`config.mk`:
```
export PLATFORM = sky130hd
export DESIGN_NAME = mask_majority_filter
export DESIGN_NICKNAME = d
export VERILOG_FILES = /design/src/rtl/mask_filter_pkg.sv /design/src/rtl/mask_line_buffer.sv /design/src/rtl/mask_majority_filter.sv
export SDC_FILE = /design/constraint.sdc
export NUM_CORES = 2
export LEC_CHECK = 0
export ABC_CLOCK_PERIOD_IN_PS = 44000
export BUFFER_PORTS_ARGS = -buffer_cell sky130_fd_sc_hd__buf_2
export CAP_MARGIN = 20
export CORE_MARGIN = 3
export CORE_UTILIZATION = 65
export CTS_BUF_LIST = sky130_fd_sc_hd__clkbuf_2 sky130_fd_sc_hd__clkbuf_4 sky130_fd_sc_hd__clkbuf_8
export CTS_CLUSTER_SIZE = 10
export DETAILED_ROUTE_END_ITERATION = 12
export PLACE_DENSITY = 0.9
export SLEW_MARGIN = 10
export SYNTH_ARGS = -nofsm -noshare
export SYNTH_HDL_FRONTEND = slang
export SYNTH_SLANG_ARGS = --single-unit
```
`constraint.sdc`:
```
create_clock -name clk_i -period 44 [get_ports clk_i]
set_clock_uncertainty 0.2 [all_clocks]
set_input_delay 2.2 -clock clk_i [delete_from_list [all_inputs] [get_ports clk_i]]
set_output_delay 2.2 -clock clk_i [all_outputs]
set_load 0.01 [all_outputs]
```
`src/rtl/mask_filter_pkg.sv`:
```
// Shared types and constants for the 3x3 foreground-mask majority filter.
package mask_filter_pkg;

    typedef enum logic [1:0] {
        StIdle,
        StRun,
        StPadCol,
        StPadRow
    } state_e;

    localparam logic [7:0] FG_ON  = 8'hFF;
    localparam logic [7:0] FG_OFF = 8'h00;

    localparam int unsigned DEF_WIDTH  = 320;
    localparam int unsigned DEF_HEIGHT = 240;
    localparam int unsigned DEF_THRESH = 5;

    function automatic logic [3:0] popcount9(input logic [8:0] bits);
        logic [3:0] n;
        n = '0;
        for (int i = 0; i < 9; i++) begin
            n = n + 4'(bits[i]);
        end
        return n;
    endfunction

endpackage

```
`src/rtl/mask_line_buffer.sv`:
```
// Two chained 1-bit delay lines of one padded line each; tap1 is row r-1, tap2 is row r-2.
module mask_line_buffer
    import mask_filter_pkg::*;
#(
    parameter int unsigned DEPTH = DEF_WIDTH + 1
) (
    input  logic clk_i,
    input  logic rst_i,
    input  logic adv_i,
    input  logic bit_i,
    output logic tap1_o,
    output logic tap2_o
);

    logic [DEPTH-1:0] line1_q;
    logic [DEPTH-1:0] line2_q;

    assign tap1_o = line1_q[DEPTH-1];
    assign tap2_o = line2_q[DEPTH-1];

    always_ff @(posedge clk_i or posedge rst_i) begin
        if (rst_i) begin
            line1_q <= '0;
            line2_q <= '0;
        end else if (adv_i) begin
            line1_q <= {line1_q[DEPTH-2:0], bit_i};
            line2_q <= {line2_q[DEPTH-2:0], line1_q[DEPTH-1]};
        end
    end

endmodule

```
`src/rtl/mask_majority_filter.sv`:
```
// Streaming 3x3 binary majority filter over a padded (HEIGHT+1)x(WIDTH+1) scan.
module mask_majority_filter
    import mask_filter_pkg::*;
#(
    parameter int unsigned WIDTH  = DEF_WIDTH,
    parameter int unsigned HEIGHT = DEF_HEIGHT,
    parameter int unsigned THRESH = DEF_THRESH
) (
    input  logic       clk_i,
    input  logic       rst_i,
    input  logic [7:0] data_in,
    input  logic       valid_in,
    output logic       ready_out,
    input  logic       sop_in,
    input  logic       eop_in,
    output logic [7:0] data_out,
    output logic       valid_out,
    input  logic       ready_in,
    output logic       sop_out,
    output logic       eop_out,
    output logic       frame_err
);

    localparam int unsigned RW = $clog2(HEIGHT + 1);
    localparam int unsigned CW = $clog2(WIDTH + 1);

    state_e        state_q, state_d;
    logic [RW-1:0] r_q, r_d, pos_r;
    logic [CW-1:0] c_q, c_d, pos_c;
    logic [2:0]    col1_q, col2_q, new_col, prev1, prev2;
    logic          advance, accept, process, cur, err_set, emit;
    logic          lb_tap1, lb_tap2;
    logic [3:0]    count;

    mask_line_buffer #(
        .DEPTH (WIDTH + 1)
    ) u_line_buffer (
        .clk_i  (clk_i),
        .rst_i  (rst_i),
        .adv_i  (process),
        .bit_i  (cur),
        .tap1_o (lb_tap1),
        .tap2_o (lb_tap2)
    );

    always_comb begin
        advance   = !valid_out | ready_in;
        ready_out = !rst_i && advance && (state_q == StIdle || state_q == StRun);
        accept    = valid_in & ready_out;
        state_d   = state_q;
        r_d       = r_q;
        c_d       = c_q;
        pos_r     = r_q;
        pos_c     = c_q;
        process   = 1'b0;
        cur       = 1'b0;
        err_set   = 1'b0;

        unique case (state_q)
            StIdle: begin
                if (accept && sop_in) begin
                    process = 1'b1;
                    cur     = |data_in;
                    pos_r   = '0;
                    pos_c   = '0;
                end
            end
            StRun: begin
                if (accept) begin
                    process = 1'b1;
                    cur     = |data_in;
                    if (sop_in) begin
                        pos_r   = '0;
                        pos_c   = '0;
                        err_set = 1'b1;
                    end
                end
            end
            StPadCol, StPadRow: begin
                process = advance;
            end
        endcase

        if (accept && process && eop_in &&
            !(pos_r == RW'(HEIGHT - 1) && pos_c == CW'(WIDTH - 1))) begin
            err_set = 1'b1;
        end

        // One scan position per processed cycle: real pixels, then the pad column, then pad row.
        if (process) begin
            if (pos_r == RW'(HEIGHT)) begin
                if (pos_c == CW'(WIDTH)) begin
                    state_d = StIdle;
                    r_d     = '0;
                    c_d     = '0;
                end else begin
                    state_d = StPadRow;
                    r_d     = pos_r;
                    c_d     = pos_c + 1'b1;
                end
            end else if (pos_c == CW'(WIDTH)) begin
                r_d     = pos_r + 1'b1;
                c_d     = '0;
                state_d = (pos_r == RW'(HEIGHT - 1)) ? StPadRow : StRun;
            end else begin
                r_d     = pos_r;
                c_d     = pos_c + 1'b1;
                state_d = (pos_c == CW'(WIDTH - 1)) ? StPadCol : StRun;
            end
        end

        new_col = {(pos_r >= RW'(2)) ? lb_tap2 : 1'b0,
                   (pos_r >= RW'(1)) ? lb_tap1 : 1'b0,
                   cur};
        prev1   = (pos_c >= CW'(1)) ? col1_q : 3'b000;
        prev2   = (pos_c >= CW'(2)) ? col2_q : 3'b000;
        count   = popcount9({prev2, prev1, new_col});
        emit    = process && (pos_r != '0) && (pos_c != '0);
    end

    always_ff @(posedge clk_i or posedge rst_i) begin
        if (rst_i) begin
            state_q   <= StIdle;
            r_q       <= '0;
            c_q       <= '0;
            col1_q    <= '0;
            col2_q    <= '0;
            data_out  <= FG_OFF;
            valid_out <= 1'b0;
            sop_out   <= 1'b0;
            eop_out   <= 1'b0;
            frame_err <= 1'b0;
        end else begin
            if (err_set) begin
                frame_err <= 1'b1;
            end
            if (advance) begin
                state_q   <= state_d;
                r_q       <= r_d;
                c_q       <= c_d;
                if (process) begin
                    col1_q <= new_col;
                    col2_q <= prev1;
                end
                valid_out <= emit;
                data_out  <= (emit && count >= 4'(THRESH)) ? FG_ON : FG_OFF;
                sop_out   <= emit && pos_r == RW'(1) && pos_c == CW'(1);
                eop_out   <= emit && pos_r == RW'(HEIGHT) && pos_c == CW'(WIDTH);
            end
        end
    end

endmodule

```
==> flow_metrics.env <==
export IMPL_dieArea_sq_um=42300
export IMPL_crit_start="ready_in"
export IMPL_netlist_instances=2953
export IMPL_cts_resized=0
export IMPL_critPathRequiredTime_ns=44.32
export IMPL_worst_path_most_repeated_cell="fa_1"
export IMPL_yosys_cell_types_count=44
export IMPL_die_x_um=206
export IMPL_path_cells="buf_2 -> nand2b_1 -> and3_1 -> nor2_1 -> inv_1 -> ha_1 -> o21ai_0 -> o21a_1 -> fa_1 -> inv_1 -> fa_1 -> fa_1 -> inv_1 -> fa_1 -> inv_1 -> fa_1 -> nand2b_1 -> a221o_1 -> a22oi_1 -> o31ai_1"
export IMPL_avgRoutedWirePerCell_um=13.5
export IMPL_top_usage_layer="met2"
export IMPL_worstReg2RegEnd="data_out[6]"
export IMPL_fin_crit_sh_pct=15.8
export IMPL_critPathCaptureType="register"
export IMPL_power_per_cell_area_nw_per_um2=43.8
export IMPL_critPathTopFamily="adder cells"
export IMPL_hpwl_um=26100
export IMPL_track_usage_pct=23.3
export IMPL_io_pins=27
export IMPL_leakage_uw=0.0166
export IMPL_status="complete, no violations"
export IMPL_min_from="u_line_buffer.line1_q[57]"
export IMPL_maxSlewViolCount=0
export IMPL_endpoint="data_out[6]"
export IMPL_setup_violations=0
export IMPL_antenna_found_initial=2
export IMPL_grt_use_met3_pct=4.30
export IMPL_antenna_left=0
export IMPL_clockBufferDepth=3
export IMPL_worstPathMaxFanout=19
export IMPL_clk_latency_ns=0.65
export IMPL_yosysSeqAreaShare_pct=64.9
export IMPL_max_stage_delay_ns=0.66
export IMPL_grt_pass1_vias=18200
export IMPL_synth_area_leaders="dfrtp_1 (65%), nand2_1 (28%), clkbuf_1 (2.1%)"
export IMPL_critPathKind="in2reg"
export IMPL_synth_top_cell_area_share_pct=64.9
export IMPL_total_power_uw=1250
export IMPL_synth_net_count=2983
export IMPL_cts_sinks=672
export IMPL_rrSetupSlack_ns=38.35
export IMPL_relSlewSlack_pct=24.4
export IMPL_die_y_um=206
export IMPL_core_area_sq_um=39000
export IMPL_reg2reg_depth=19
export IMPL_first_pass_iters=6
export IMPL_portBuffers=26
export IMPL_clkSlewWorstSetupHoldPaths_ns=0.06
export IMPL_viasPerCell=5.26
export IMPL_holdBufCountCts=0
export IMPL_numCtsBuffers=101
export IMPL_async_reset_ff_share_pct=100
export IMPL_overflow=0
export IMPL_gp_congestion=0.833
export IMPL_antenna_cells=0
export IMPL_yosys_warnings=0
export IMPL_synth_edf_count=0
export IMPL_tns_ns=0
export IMPL_drt_total_wl_um=48000
export IMPL_worst_pin_slew_ns=1.13
export IMPL_cts_setup_buffers=0
export IMPL_grt_use_met2_pct=37.5
export IMPL_dr_total_vias=18600
export IMPL_root_buffer="clkbuf_8"
export IMPL_grt_pass1_wl_um=82300
export IMPL_cts_tree="yes"
export IMPL_finalHoldViolCount=0
export IMPL_placementRows=72
export IMPL_path_buf_inv=5
export IMPL_synth_top_cells_by_count="nand2_1 (1956), dfrtp_1 (672), clkbuf_1 (144)"
export IMPL_ys_flop_type="dfrtp_1"
export IMPL_worst_path_stages=20
export IMPL_start_kind="primary input"
export IMPL_cts_htree_levels=3
export IMPL_drive_above_1_share_pct=7.97
export IMPL_grt_max_degree=262
export IMPL_max_cap_violations=0
export IMPL_syn_area_sq_um=25900
export IMPL_syn_to_final_growth_pct=10.3
export IMPL_worstPathArrival_ns=7.27
export IMPL_drc=0
export IMPL_use_met1_pct=31.7
export IMPL_floorplan_initialDensity_pct=66.4
export IMPL_nNetsFinal=2970
export IMPL_irDropWorstVdd_v=0.0000272
export IMPL_yosys_area_top_type="dfrtp_1"
export IMPL_period_needed_ns=6.95
export IMPL_ys_seq_elements=672
export IMPL_avgSynthCellArea_sq_um=8.77
export IMPL_rsz0062_at_grt="no"
export IMPL_fmax_mhz=144
export IMPL_cpMaxStageDelayCell="and3_1"
export IMPL_rr_startpoint="valid_out"
export IMPL_hold_class="reg2reg"
export IMPL_synth_most_common_cell="nand2_1"
export IMPL_drt_initial_drc_count=1604
-- tightest hold or removal path, stage by stage (launching register included) --
cell     delay [ns]
dfrtp_1        0.34
nand2_1        0.05
nand2_1        0.05
-- cell families (layout without fill, tap and decap cells) --
logic type / after synthesis / after routing / synth area share, %
AOI/OAI and AO/OA: 66 / 66 / 1.57
adders and majority gates: 16 / 16 / 0.917
buffers and inverters: 178 / 249 / 2.70
DFF: 672 / 672 / 64.9
muxes: 3 / 3 / 0.126
and+or+nand+nor: 2018 / 2018 / 29.8
-- per-layer routing --
metal	up-vias	share of wire [%]
li1	8953	-
met1	9160	44
met2	403	49
met3	121	4.1
met4	4	2.8
met5	-	0.050
-- cell usage in the layout (no fill, tap or decap), drive strengths merged, types with 9 or more instances in the layout --
master and instances:
a21oi 9, buf 45, clkbuf 173, clkinv 9, dfrtp 672, ha 11
inv 19, nand2 1956, nand3 12, nor2 10, o21ai 28, o31ai 11
-- power by group --
group,total [uW],internal [uW],switching [uW]
registers,634,627,7.58
clock network,548,313,235
logic,68.0,13.8,54.3
-- stage by stage --
stage / util, % / setup WS (ns) / cells / hold WS (ns) / cell area, sq um
floorplan: - / 22.76 / 2953 / 0.239 / 25900
global placement: 67.2 / 36.74 / 3351 / 0.246 / 26200
detailed placement: 67.2 / 36.54 / 3351 / 0.247 / 26200
CTS: 73.0 / 37.16 / 3538 / 0.235 / 28500
global route: 73.3 / 36.80 / 3542 / 0.267 / 28600
finish: 73.3 / 37.05 / 3542 / 0.240 / 28600
-- registers in the layout, summed over array words and instances, names as in the netlist --
name / flops
frame_err: 1
c_q: 9
r_q: 8
col2_q: 3
u_line_buffer.line1_q: 321
valid_out: 1
state_q: 2
u_line_buffer.line2_q: 321
data_out: 1
sop_out: 1
col1_q: 3
eop_out: 1
-- worst min path at each step --
| stage | end | slack (ns) | cells after the start |
|---|---|---|---|
| floorplan | u_line_buffer.line1_q[100] | 0.24 | 2 |
| global placement | u_line_buffer.line1_q[303] | 0.25 | 2 |
| detailed placement | u_line_buffer.line1_q[279] | 0.25 | 2 |
| CTS | u_line_buffer.line1_q[58] | 0.23 | 2 |
| global route | u_line_buffer.line1_q[163] | 0.27 | 2 |
| finish | u_line_buffer.line1_q[58] | 0.24 | 2 |
-- layout make-up --
cell class / instances / area, sq um
multi-input combinational: 2103 / 8410
timing repair buffer: 45 / 375
clock buffer: 173 / 2150
inverter: 17 / 71.3
clock inverter: 14 / 108
sequential: 672 / 16800
tap: 518 / 648
fill: 2462 / 10400
Power figures use the tool's default switching activity.
